## config.mk

```make
export PLATFORM = sky130hd
export DESIGN_NAME = blake2_io_intf_p_flat
export DESIGN_NICKNAME = d
export VERILOG_FILES = /design/src/rtl/blake2_io_intf_p_if.sv /design/src/rtl/blake2_io_intf_p.sv /design/src/flat_wrapper.sv
export SDC_FILE = /design/constraint.sdc
export NUM_CORES = 1
export LEC_CHECK = 0
export ABC_AREA = 0
export BUFFER_PORTS_ARGS = -buffer_cell sky130_fd_sc_hd__buf_2
export CELL_PAD_IN_SITES_DETAIL_PLACEMENT = 1
export CELL_PAD_IN_SITES_GLOBAL_PLACEMENT = 1
export CORE_MARGIN = 4
export CORE_UTILIZATION = 41
export DETAILED_ROUTE_END_ITERATION = 7
export GPL_TIMING_DRIVEN = 1
export MAX_ROUTING_LAYER = met4
export PLACE_DENSITY = 0.85
export SETUP_SLACK_MARGIN = 0.1
export SLEW_MARGIN = 20
export SYNTH_ARGS = -nofsm -noshare
export SYNTH_HDL_FRONTEND = slang
export SYNTH_SLANG_ARGS = --single-unit
export TNS_END_PERCENT = 5
```

## constraint.sdc

```tcl
create_clock -name clk -period 3.1 [get_ports clk]
set_input_delay 0.155 -clock clk [delete_from_list [all_inputs] [get_ports clk]]
set_output_delay 0.155 -clock clk [all_outputs]
set_load 0.01 [all_outputs]
```

## src/rtl/blake2_io_intf_p_if.sv

```systemverilog
// Host byte bus and hash-engine stream of the BLAKE2 host interface.
// Latency: none (wires only).
// Backpressure: ready_o / engine_ready_i travel through this bundle.
interface blake2_io_intf_p_if #(
    parameter int LL_W  = 64,
    parameter int IDX_W = 6
);
    logic              valid_i;
    logic [1:0]        cmd_i;
    logic [7:0]        data_i;
    logic              ready_o;
    logic              hash_finished_o;
    logic [7:0]        hash_o;
    logic              engine_ready_i;
    logic              hash_finished_i;
    logic [7:0]        hash_i;
    logic [6:0]        kk_o;
    logic [6:0]        nn_o;
    logic [LL_W-1:0]   ll_o;
    logic              data_v_o;
    logic [7:0]        data_o;
    logic [IDX_W-1:0]  data_idx_o;
    logic              block_first_o;
    logic              block_last_o;

    modport slave (
        input  valid_i, cmd_i, data_i, engine_ready_i, hash_finished_i, hash_i,
        output ready_o, hash_finished_o, hash_o, kk_o, nn_o, ll_o,
               data_v_o, data_o, data_idx_o, block_first_o, block_last_o
    );

    modport master (
        output valid_i, cmd_i, data_i, engine_ready_i, hash_finished_i, hash_i,
        input  ready_o, hash_finished_o, hash_o, kk_o, nn_o, ll_o,
               data_v_o, data_o, data_idx_o, block_first_o, block_last_o
    );
endinterface

```

## src/rtl/blake2_io_intf_p.sv

```systemverilog
// Host interface for BLAKE2s/b: collects kk/nn/ll, streams padded blocks, returns digest.
// Latency: 1 cycle host byte -> engine byte, 1 cycle engine digest -> hash_o.
// Backpressure: ready_o mirrors engine_ready_i in DATA; pad bytes wait for engine_ready_i.
module blake2_io_intf_p #(
    parameter int BB    = 64,
    parameter int LL_W  = 64,
    parameter int IDX_W = $clog2(BB)
) (
    input  logic              clk,
    input  logic              nreset,
    blake2_io_intf_p_if.slave bus
);
    localparam int LL_B   = LL_W / 8;
    localparam int CONF_N = 2 + LL_B;
    localparam int CNT_W  = $clog2(CONF_N + 1);

    localparam logic [1:0] CMD_CONF  = 2'd0;
    localparam logic [1:0] CMD_START = 2'd1;
    localparam logic [1:0] CMD_DATA  = 2'd2;
    localparam logic [1:0] CMD_ABORT = 2'd3;

    typedef enum logic [2:0] {IDLE, CONF, DATA, PAD, WAIT_HASH, OUT} state_t;

    state_t           state, state_nxt;
    logic [CNT_W-1:0] conf_cnt;
    logic [LL_W:0]    remain;
    logic [IDX_W-1:0] idx;
    logic             first_blk;
    logic             last_blk;
    logic [6:0]       out_cnt;

    logic             is_conf, is_start, is_abort, xfer, start_ok;
    logic             last_idx, cur_last, out_done;
    logic [LL_W:0]    total;

    assign is_conf  = bus.valid_i && (bus.cmd_i == CMD_CONF);
    assign is_start = bus.valid_i && (bus.cmd_i == CMD_START);
    assign is_abort = bus.valid_i && (bus.cmd_i == CMD_ABORT);

    assign bus.ready_o = (state == DATA) && bus.engine_ready_i;
    assign xfer        = bus.valid_i && (bus.cmd_i == CMD_DATA) && bus.ready_o;

    // Keyed hashes prepend one full key block to the message.
    assign total    = {1'b0, bus.ll_o} + ((bus.kk_o != 7'd0) ? (LL_W+1)'(BB) : '0);
    assign start_ok = (state == CONF) && is_start && (conf_cnt == CNT_W'(CONF_N));
    assign last_idx = (idx == IDX_W'(BB - 1));
    // A block is the last one when no more than BB bytes remain at its first byte.
    assign cur_last = (idx == '0) ? (remain <= (LL_W+1)'(BB)) : last_blk;
    assign out_done = ({1'b0, out_cnt} + 8'd1) >= {1'b0, bus.nn_o};

    always_ff @(posedge clk or negedge nreset) begin
        if (!nreset) begin
            state <= IDLE;
        end else begin
            state <= state_nxt;
        end
    end

    always_comb begin
        state_nxt = state;
        case (state)
            IDLE:      if (is_conf) state_nxt = CONF;
            CONF:      if (start_ok) state_nxt = (total == '0) ? PAD : DATA;
            DATA:      if (xfer && (remain == (LL_W+1)'(1))) state_nxt = last_idx ? WAIT_HASH : PAD;
            PAD:       if (bus.engine_ready_i && last_idx) state_nxt = WAIT_HASH;
            WAIT_HASH: if (bus.hash_finished_i) state_nxt = (bus.nn_o <= 7'd1) ? IDLE : OUT;
            OUT:       if (out_done) state_nxt = IDLE;
            default:   state_nxt = IDLE;
        endcase
        if (is_abort) state_nxt = IDLE;
    end

    always_ff @(posedge clk or negedge nreset) begin
        if (!nreset) begin
            conf_cnt              <= '0;
            remain                <= '0;
            idx                   <= '0;
            first_blk             <= 1'b0;
            last_blk              <= 1'b0;
            out_cnt               <= '0;
            bus.kk_o              <= '0;
            bus.nn_o              <= '0;
            bus.ll_o              <= '0;
            bus.data_v_o          <= 1'b0;
            bus.data_o            <= '0;
            bus.data_idx_o        <= '0;
            bus.block_first_o     <= 1'b0;
            bus.block_last_o      <= 1'b0;
            bus.hash_finished_o   <= 1'b0;
            bus.hash_o            <= '0;
        end else begin
            bus.data_v_o        <= 1'b0;
            bus.data_o          <= '0;
            bus.data_idx_o      <= '0;
            bus.block_first_o   <= 1'b0;
            bus.block_last_o    <= 1'b0;
            bus.hash_finished_o <= 1'b0;
            bus.hash_o          <= '0;

            case (state)
                IDLE, CONF: begin
                    if (is_conf && (conf_cnt < CNT_W'(CONF_N))) begin
                        conf_cnt <= conf_cnt + 1'b1;
                        if (conf_cnt == CNT_W'(0)) bus.kk_o <= bus.data_i[6:0];
                        if (conf_cnt == CNT_W'(1)) bus.nn_o <= bus.data_i[6:0];
                        for (int b = 0; b < LL_B; b++) begin
                            if (conf_cnt == CNT_W'(b + 2)) bus.ll_o[8*b +: 8] <= bus.data_i;
                        end
                    end
                    if (start_ok) begin
                        conf_cnt  <= '0;
                        remain    <= total;
                        idx       <= '0;
                        first_blk <= 1'b1;
                        last_blk  <= 1'b0;
                    end
                end
                DATA: begin
                    if (xfer) begin
                        bus.data_v_o      <= 1'b1;
                        bus.data_o        <= bus.data_i;
                        bus.data_idx_o    <= idx;
                        bus.block_first_o <= first_blk;
                        bus.block_last_o  <= cur_last;
                        last_blk          <= cur_last;
                        remain            <= remain - 1'b1;
                        idx               <= idx + 1'b1;
                        if (last_idx) first_blk <= 1'b0;
                    end
                end
                PAD: begin
                    // Padding always completes the final block.
                    if (bus.engine_ready_i) begin
                        bus.data_v_o      <= 1'b1;
                        bus.data_idx_o    <= idx;
                        bus.block_first_o <= first_blk;
                        bus.block_last_o  <= 1'b1;
                        idx               <= idx + 1'b1;
                    end
                end
                WAIT_HASH: begin
                    if (bus.hash_finished_i) begin
                        bus.hash_finished_o <= 1'b1;
                        bus.hash_o          <= bus.hash_i;
                        out_cnt             <= 7'd1;
                    end
                end
                OUT: begin
                    bus.hash_finished_o <= bus.hash_finished_i;
                    bus.hash_o          <= bus.hash_i;
                    out_cnt             <= out_cnt + 1'b1;
                end
                default: ;
            endcase

            if (is_abort) begin
                conf_cnt            <= '0;
                remain              <= '0;
                idx                 <= '0;
                first_blk           <= 1'b0;
                last_blk            <= 1'b0;
                out_cnt             <= '0;
                bus.kk_o            <= '0;
                bus.nn_o            <= '0;
                bus.ll_o            <= '0;
                bus.data_v_o        <= 1'b0;
                bus.data_o          <= '0;
                bus.data_idx_o      <= '0;
                bus.block_first_o   <= 1'b0;
                bus.block_last_o    <= 1'b0;
                bus.hash_finished_o <= 1'b0;
                bus.hash_o          <= '0;
            end
        end
    end
endmodule

```

## src/flat_wrapper.sv

```systemverilog
// flat-port wrapper written by rule: the top's interface ports become plain ports
module blake2_io_intf_p_flat 
#(
    parameter int BB    = 64,
    parameter int LL_W  = 64,
    parameter int IDX_W = $clog2(BB)
)
  (clk, nreset, bus_valid_i, bus_cmd_i, bus_data_i, bus_engine_ready_i, bus_hash_finished_i, bus_hash_i, bus_ready_o, bus_hash_finished_o, bus_hash_o, bus_kk_o, bus_nn_o, bus_ll_o, bus_data_v_o, bus_data_o, bus_data_idx_o, bus_block_first_o, bus_block_last_o);
  blake2_io_intf_p_if #(.LL_W(LL_W), .IDX_W(IDX_W)) bus_i ();
  input  logic clk;
  input  logic nreset;
  input wire logic [$bits(bus_i.valid_i)-1:0] bus_valid_i;
  input wire logic [$bits(bus_i.cmd_i)-1:0] bus_cmd_i;
  input wire logic [$bits(bus_i.data_i)-1:0] bus_data_i;
  input wire logic [$bits(bus_i.engine_ready_i)-1:0] bus_engine_ready_i;
  input wire logic [$bits(bus_i.hash_finished_i)-1:0] bus_hash_finished_i;
  input wire logic [$bits(bus_i.hash_i)-1:0] bus_hash_i;
  output wire logic [$bits(bus_i.ready_o)-1:0] bus_ready_o;
  output wire logic [$bits(bus_i.hash_finished_o)-1:0] bus_hash_finished_o;
  output wire logic [$bits(bus_i.hash_o)-1:0] bus_hash_o;
  output wire logic [$bits(bus_i.kk_o)-1:0] bus_kk_o;
  output wire logic [$bits(bus_i.nn_o)-1:0] bus_nn_o;
  output wire logic [$bits(bus_i.ll_o)-1:0] bus_ll_o;
  output wire logic [$bits(bus_i.data_v_o)-1:0] bus_data_v_o;
  output wire logic [$bits(bus_i.data_o)-1:0] bus_data_o;
  output wire logic [$bits(bus_i.data_idx_o)-1:0] bus_data_idx_o;
  output wire logic [$bits(bus_i.block_first_o)-1:0] bus_block_first_o;
  output wire logic [$bits(bus_i.block_last_o)-1:0] bus_block_last_o;
  assign bus_i.valid_i = bus_valid_i;
  assign bus_i.cmd_i = bus_cmd_i;
  assign bus_i.data_i = bus_data_i;
  assign bus_i.engine_ready_i = bus_engine_ready_i;
  assign bus_i.hash_finished_i = bus_hash_finished_i;
  assign bus_i.hash_i = bus_hash_i;
  assign bus_ready_o = bus_i.ready_o;
  assign bus_hash_finished_o = bus_i.hash_finished_o;
  assign bus_hash_o = bus_i.hash_o;
  assign bus_kk_o = bus_i.kk_o;
  assign bus_nn_o = bus_i.nn_o;
  assign bus_ll_o = bus_i.ll_o;
  assign bus_data_v_o = bus_i.data_v_o;
  assign bus_data_o = bus_i.data_o;
  assign bus_data_idx_o = bus_i.data_idx_o;
  assign bus_block_first_o = bus_i.block_first_o;
  assign bus_block_last_o = bus_i.block_last_o;
  blake2_io_intf_p #(.BB(BB), .LL_W(LL_W), .IDX_W(IDX_W)) u_core (.clk(clk), .nreset(nreset), .bus(bus_i));
endmodule
```

==> impl_metrics.yaml <==
timing:
  fmax_ghz: 0.299
  slew_viol_final: 0
  slew_headroom_pct: 47.0
  rsz0062_at_grt: "true"
  fin_skew_ns: 0.0197
  hold_viol_final: 0
  setup_slack_ns: -0.243
  tightest_slew_ns: 0.790
  layout_worst_path_cycle_share_pct: 108
  finalCriticalPeriod_ns: 3.34
  setup_violations: 1
clock_network:
  clockRootBuffer: "clkbuf_16"
  cts.path.max_buffers: 2
  htreeDepth: 4
  cts_sinks: 191
  clk_pin_slew_ns: 0.08
  cts_tree: "done"
  cts_made_buffers: 17
  clk_latency_ns: 0.45
synthesis:
  synth.avg_cell_area_sq_um: 8.34
  ys_ff_latch: 191
  synth_nets: 1433
  synth_area_sq_um: 11600
  yosys_warnings: 0
  yosys.area.top_type_share_pct: 41.2
  syn_inst: 1392
  synth.largest_area_cell: "dfrtp_1"
  seq_area_frac_synth_pct: 41.2
  synthFlopType: "dfrtp_1"
  synth-edff-count: 0
  synthTopCellsByArea: "dfrtp_1 41%, o21ai_0 8.2%, nand2_1 5.0%"
  synth.distinct_cells: 74
  async_reset_ff_share_pct: 100
global_routing:
  overflow: 0
  grt_util_all_layers_pct: 30.7
  antenna_found_initial: 0
  grt_pass1_vias: 12800
  grt_pass1_wl_microns: 73600
  grt_max_degree: 85
die:
  core_sq_um: 27900
  die_area_sq_um: 31100
  io_pins: 128
  dieWidth_microns: 176
  initial_utilization_pct: 41.6
  die_h_microns: 176
  num_rows: 61
route:
  firstDrtPassIters: 8
  drc: 0
  vias: 12500
  wl_per_cell_microns: 23.7
  viasPerCell: 6.27
  drtIter0Drc: 1388
  wl_microns: 47100
  ant_nets: 0
placement:
  port_buffers: 127
  dp_hpwl_microns: 31700
  gp_congestion: 0.909
  postPlaceCellArea_sq_um: 13400
min_path:
  hold_class: "primary input to register"
  whs_path_depth: 3
run_status:
  status: "finished, violations left"
  violations: "negative setup slack"
run:
  maxCapViolations: 0
pwr:
  power.density_nw_per_um2: 1210
  p_leak_nw: 6.61
  peakVddDrop_mv: 0.533
critical_path:
  cp-end-kind: "register"
  cp-startpoint: "u_core.bus.kk_o[2]$_DFFE_PN0P_"
  cp.arrival_ns: 3.72
  crit_required_ns: 3.47
  cp-endpoint: "u_core.state[0]$_DFFE_PN0P_"
  critPathLaunchType: "register"
  r2r_slack_ns: -0.24
  r2r-start: "u_core.bus.kk_o[2]$_DFFE_PN0P_"
  r2r_end: "u_core.state[0]$_DFFE_PN0P_"
  crit_type: "register to register"
  r2r_cells: 13
  crit_fanout: 3
layout:
  fin_area_sq_um: 14200
  syn2layout_area_growth_pct: 22.4
  antenna_cells: 0
  num-fill-cells: 3345
  utilization_pct: 51.0
  drive_gt1_share_pct: 23.0
  nets: 1640
==> stage by stage <==
stage                     hold WS [ns]  total power [mW]  instances  worst slack, ns  setup TNS (ns)
after floorplan                 -0.141              9.98       1392          -0.0443         -0.0443
after global placement           0.127              13.8       1945           -0.279          -0.279
after detailed placement         0.132              14.3       1945           -0.362          -0.685
after CTS                        0.122              16.8       1989           -0.184          -0.184
after global routing             0.162              18.2       1989           -0.452          -0.960
final                            0.149              17.2       1989           -0.243          -0.243
==> timing repair <==
| action | 4_1_cts | 5_1_grt |
|---|---|---|
| endpoints found under the hold margin | 52 | 0 |
| setup buffers | 2 | 0 |
| pin swaps | 11 | 0 |
| setup endpoints to repair | 15 | 29 |
| cloned | 1 | 0 |
| hold buffers | 10 | 0 |
| resized for setup | 11 | 7 |
==> cells by family (layout without fill, tap and decap cells) <==
| group | after synthesis | after routing | synth area share, % |
|---|---|---|---|
| simple gates | 611 | 612 | 26.9 |
| xor+xnor | 72 | 72 | 5.44 |
| mux | 30 | 30 | 2.86 |
| flops | 191 | 191 | 41.2 |
| buf+inv | 114 | 332 | 4.31 |
| fa+ha+maj | 18 | 18 | 1.94 |
| compound gates | 356 | 356 | 17.4 |
==> critical path: stages (launching register included) <==
cell and delay, ns:
dfrtp_1 0.40, nor4_2 0.30, nand2_1 0.12, ha_2 0.22, ha_4 0.16, buf_4 0.14
xnor2_2 0.14, a31o_2 0.18, nand4_1 0.09, or4_4 0.57, a2111oi_4 0.22, nand4_1 0.14
or4_1 0.42, o21ai_1 0.15
==> power breakdown <==
group | leakage (nW) | internal [mW] | switching (mW) | total (mW)
Sequential | 2.55 | 3.31 | 1.19 | 4.49
Clock | 0.275 | 1.08 | 1.15 | 2.23
Combinational | 3.78 | 3.90 | 6.54 | 10.4
Total | 6.61 | 8.29 | 8.87 | 17.2
==> per-layer routing <==
layer	up-vias	global-route usage (%)	wire length (microns)
met1	6309	39.7	19500
met2	640	48.9	22400
li1	5395	-	-
met4	0	10.9	1730
met3	136	5.42	3520
met5	-	-	0
==> worst min-delay path by stage <==
stage,end,slack (ns),startpoint
finish,u_core.bus.data_o[2]$_DFF_PN0_,0.15,bus_data_i[2]
CTS,u_core.first_blk$_DFFE_PN0P_,0.12,bus_cmd_i[1]
floorplan,u_core.bus.block_first_o$_DFF_PN0_,-0.14,nreset
global route,u_core.first_blk$_DFFE_PN0P_,0.16,bus_cmd_i[1]
detailed placement,u_core.out_cnt[6]$_DFFE_PN0P_,0.13,nreset
global placement,u_core.out_cnt[1]$_DFFE_PN0P_,0.13,nreset
==> registers in the layout, indices dropped and copies added (netlist names) <==
register / count
u_core.bus.hash_o: 8
u_core.bus.data_o: 8
u_core.conf_cnt: 4
u_core.bus.data_v_o: 1
u_core.state: 3
u_core.out_cnt: 7
u_core.bus.nn_o: 7
u_core.remain: 65
u_core.idx: 6
u_core.bus.block_last_o: 1
u_core.last_blk: 1
u_core.first_blk: 1
u_core.bus.data_idx_o: 6
u_core.bus.ll_o: 64
u_core.bus.kk_o: 7
u_core.bus.block_first_o: 1
u_core.bus.hash_finished_o: 1
==> placed cells by master, fill, tap and decap left out, drive strengths merged, types with 37 or more instances in the layout <==
cell type / instances
nor4: 37
buf: 265
nor3: 62
xnor2: 38
a21oi: 77
nand3: 48
nor2: 153
dfrtp: 191
o21ai: 194
nand2: 154
==> synth_stat cells (9+ instances only) <==
cell type / n
mux2_2: 25
and2_1: 22
and3_1: 32
nor2_1: 153
dfrtp_1: 191
nand3_1: 47
nor4_1: 29
xor2_1: 34
or2_2: 9
nand2_1: 154
inv_1: 25
or3_1: 14
a21oi_1: 77
nand4_1: 32
buf_2: 9
ha_1: 18
a31oi_1: 18
xnor2_1: 38
clkbuf_1: 67
o21ai_0: 189
nor3_1: 59
==> layout make-up <==
class                      count  area, sq um  share of cell area (%)
clock inverter                13          119                   0.837
tap                          378          473                    3.33
clock buffer                  18          439                    3.09
multi-input combinational   1088         6460                    45.5
timing repair buffer         276         1840                    13.0
sequential                   191         4780                    33.6
inverter                      25         93.8                   0.661
Note: power is estimated with default switching activity, not from simulation.
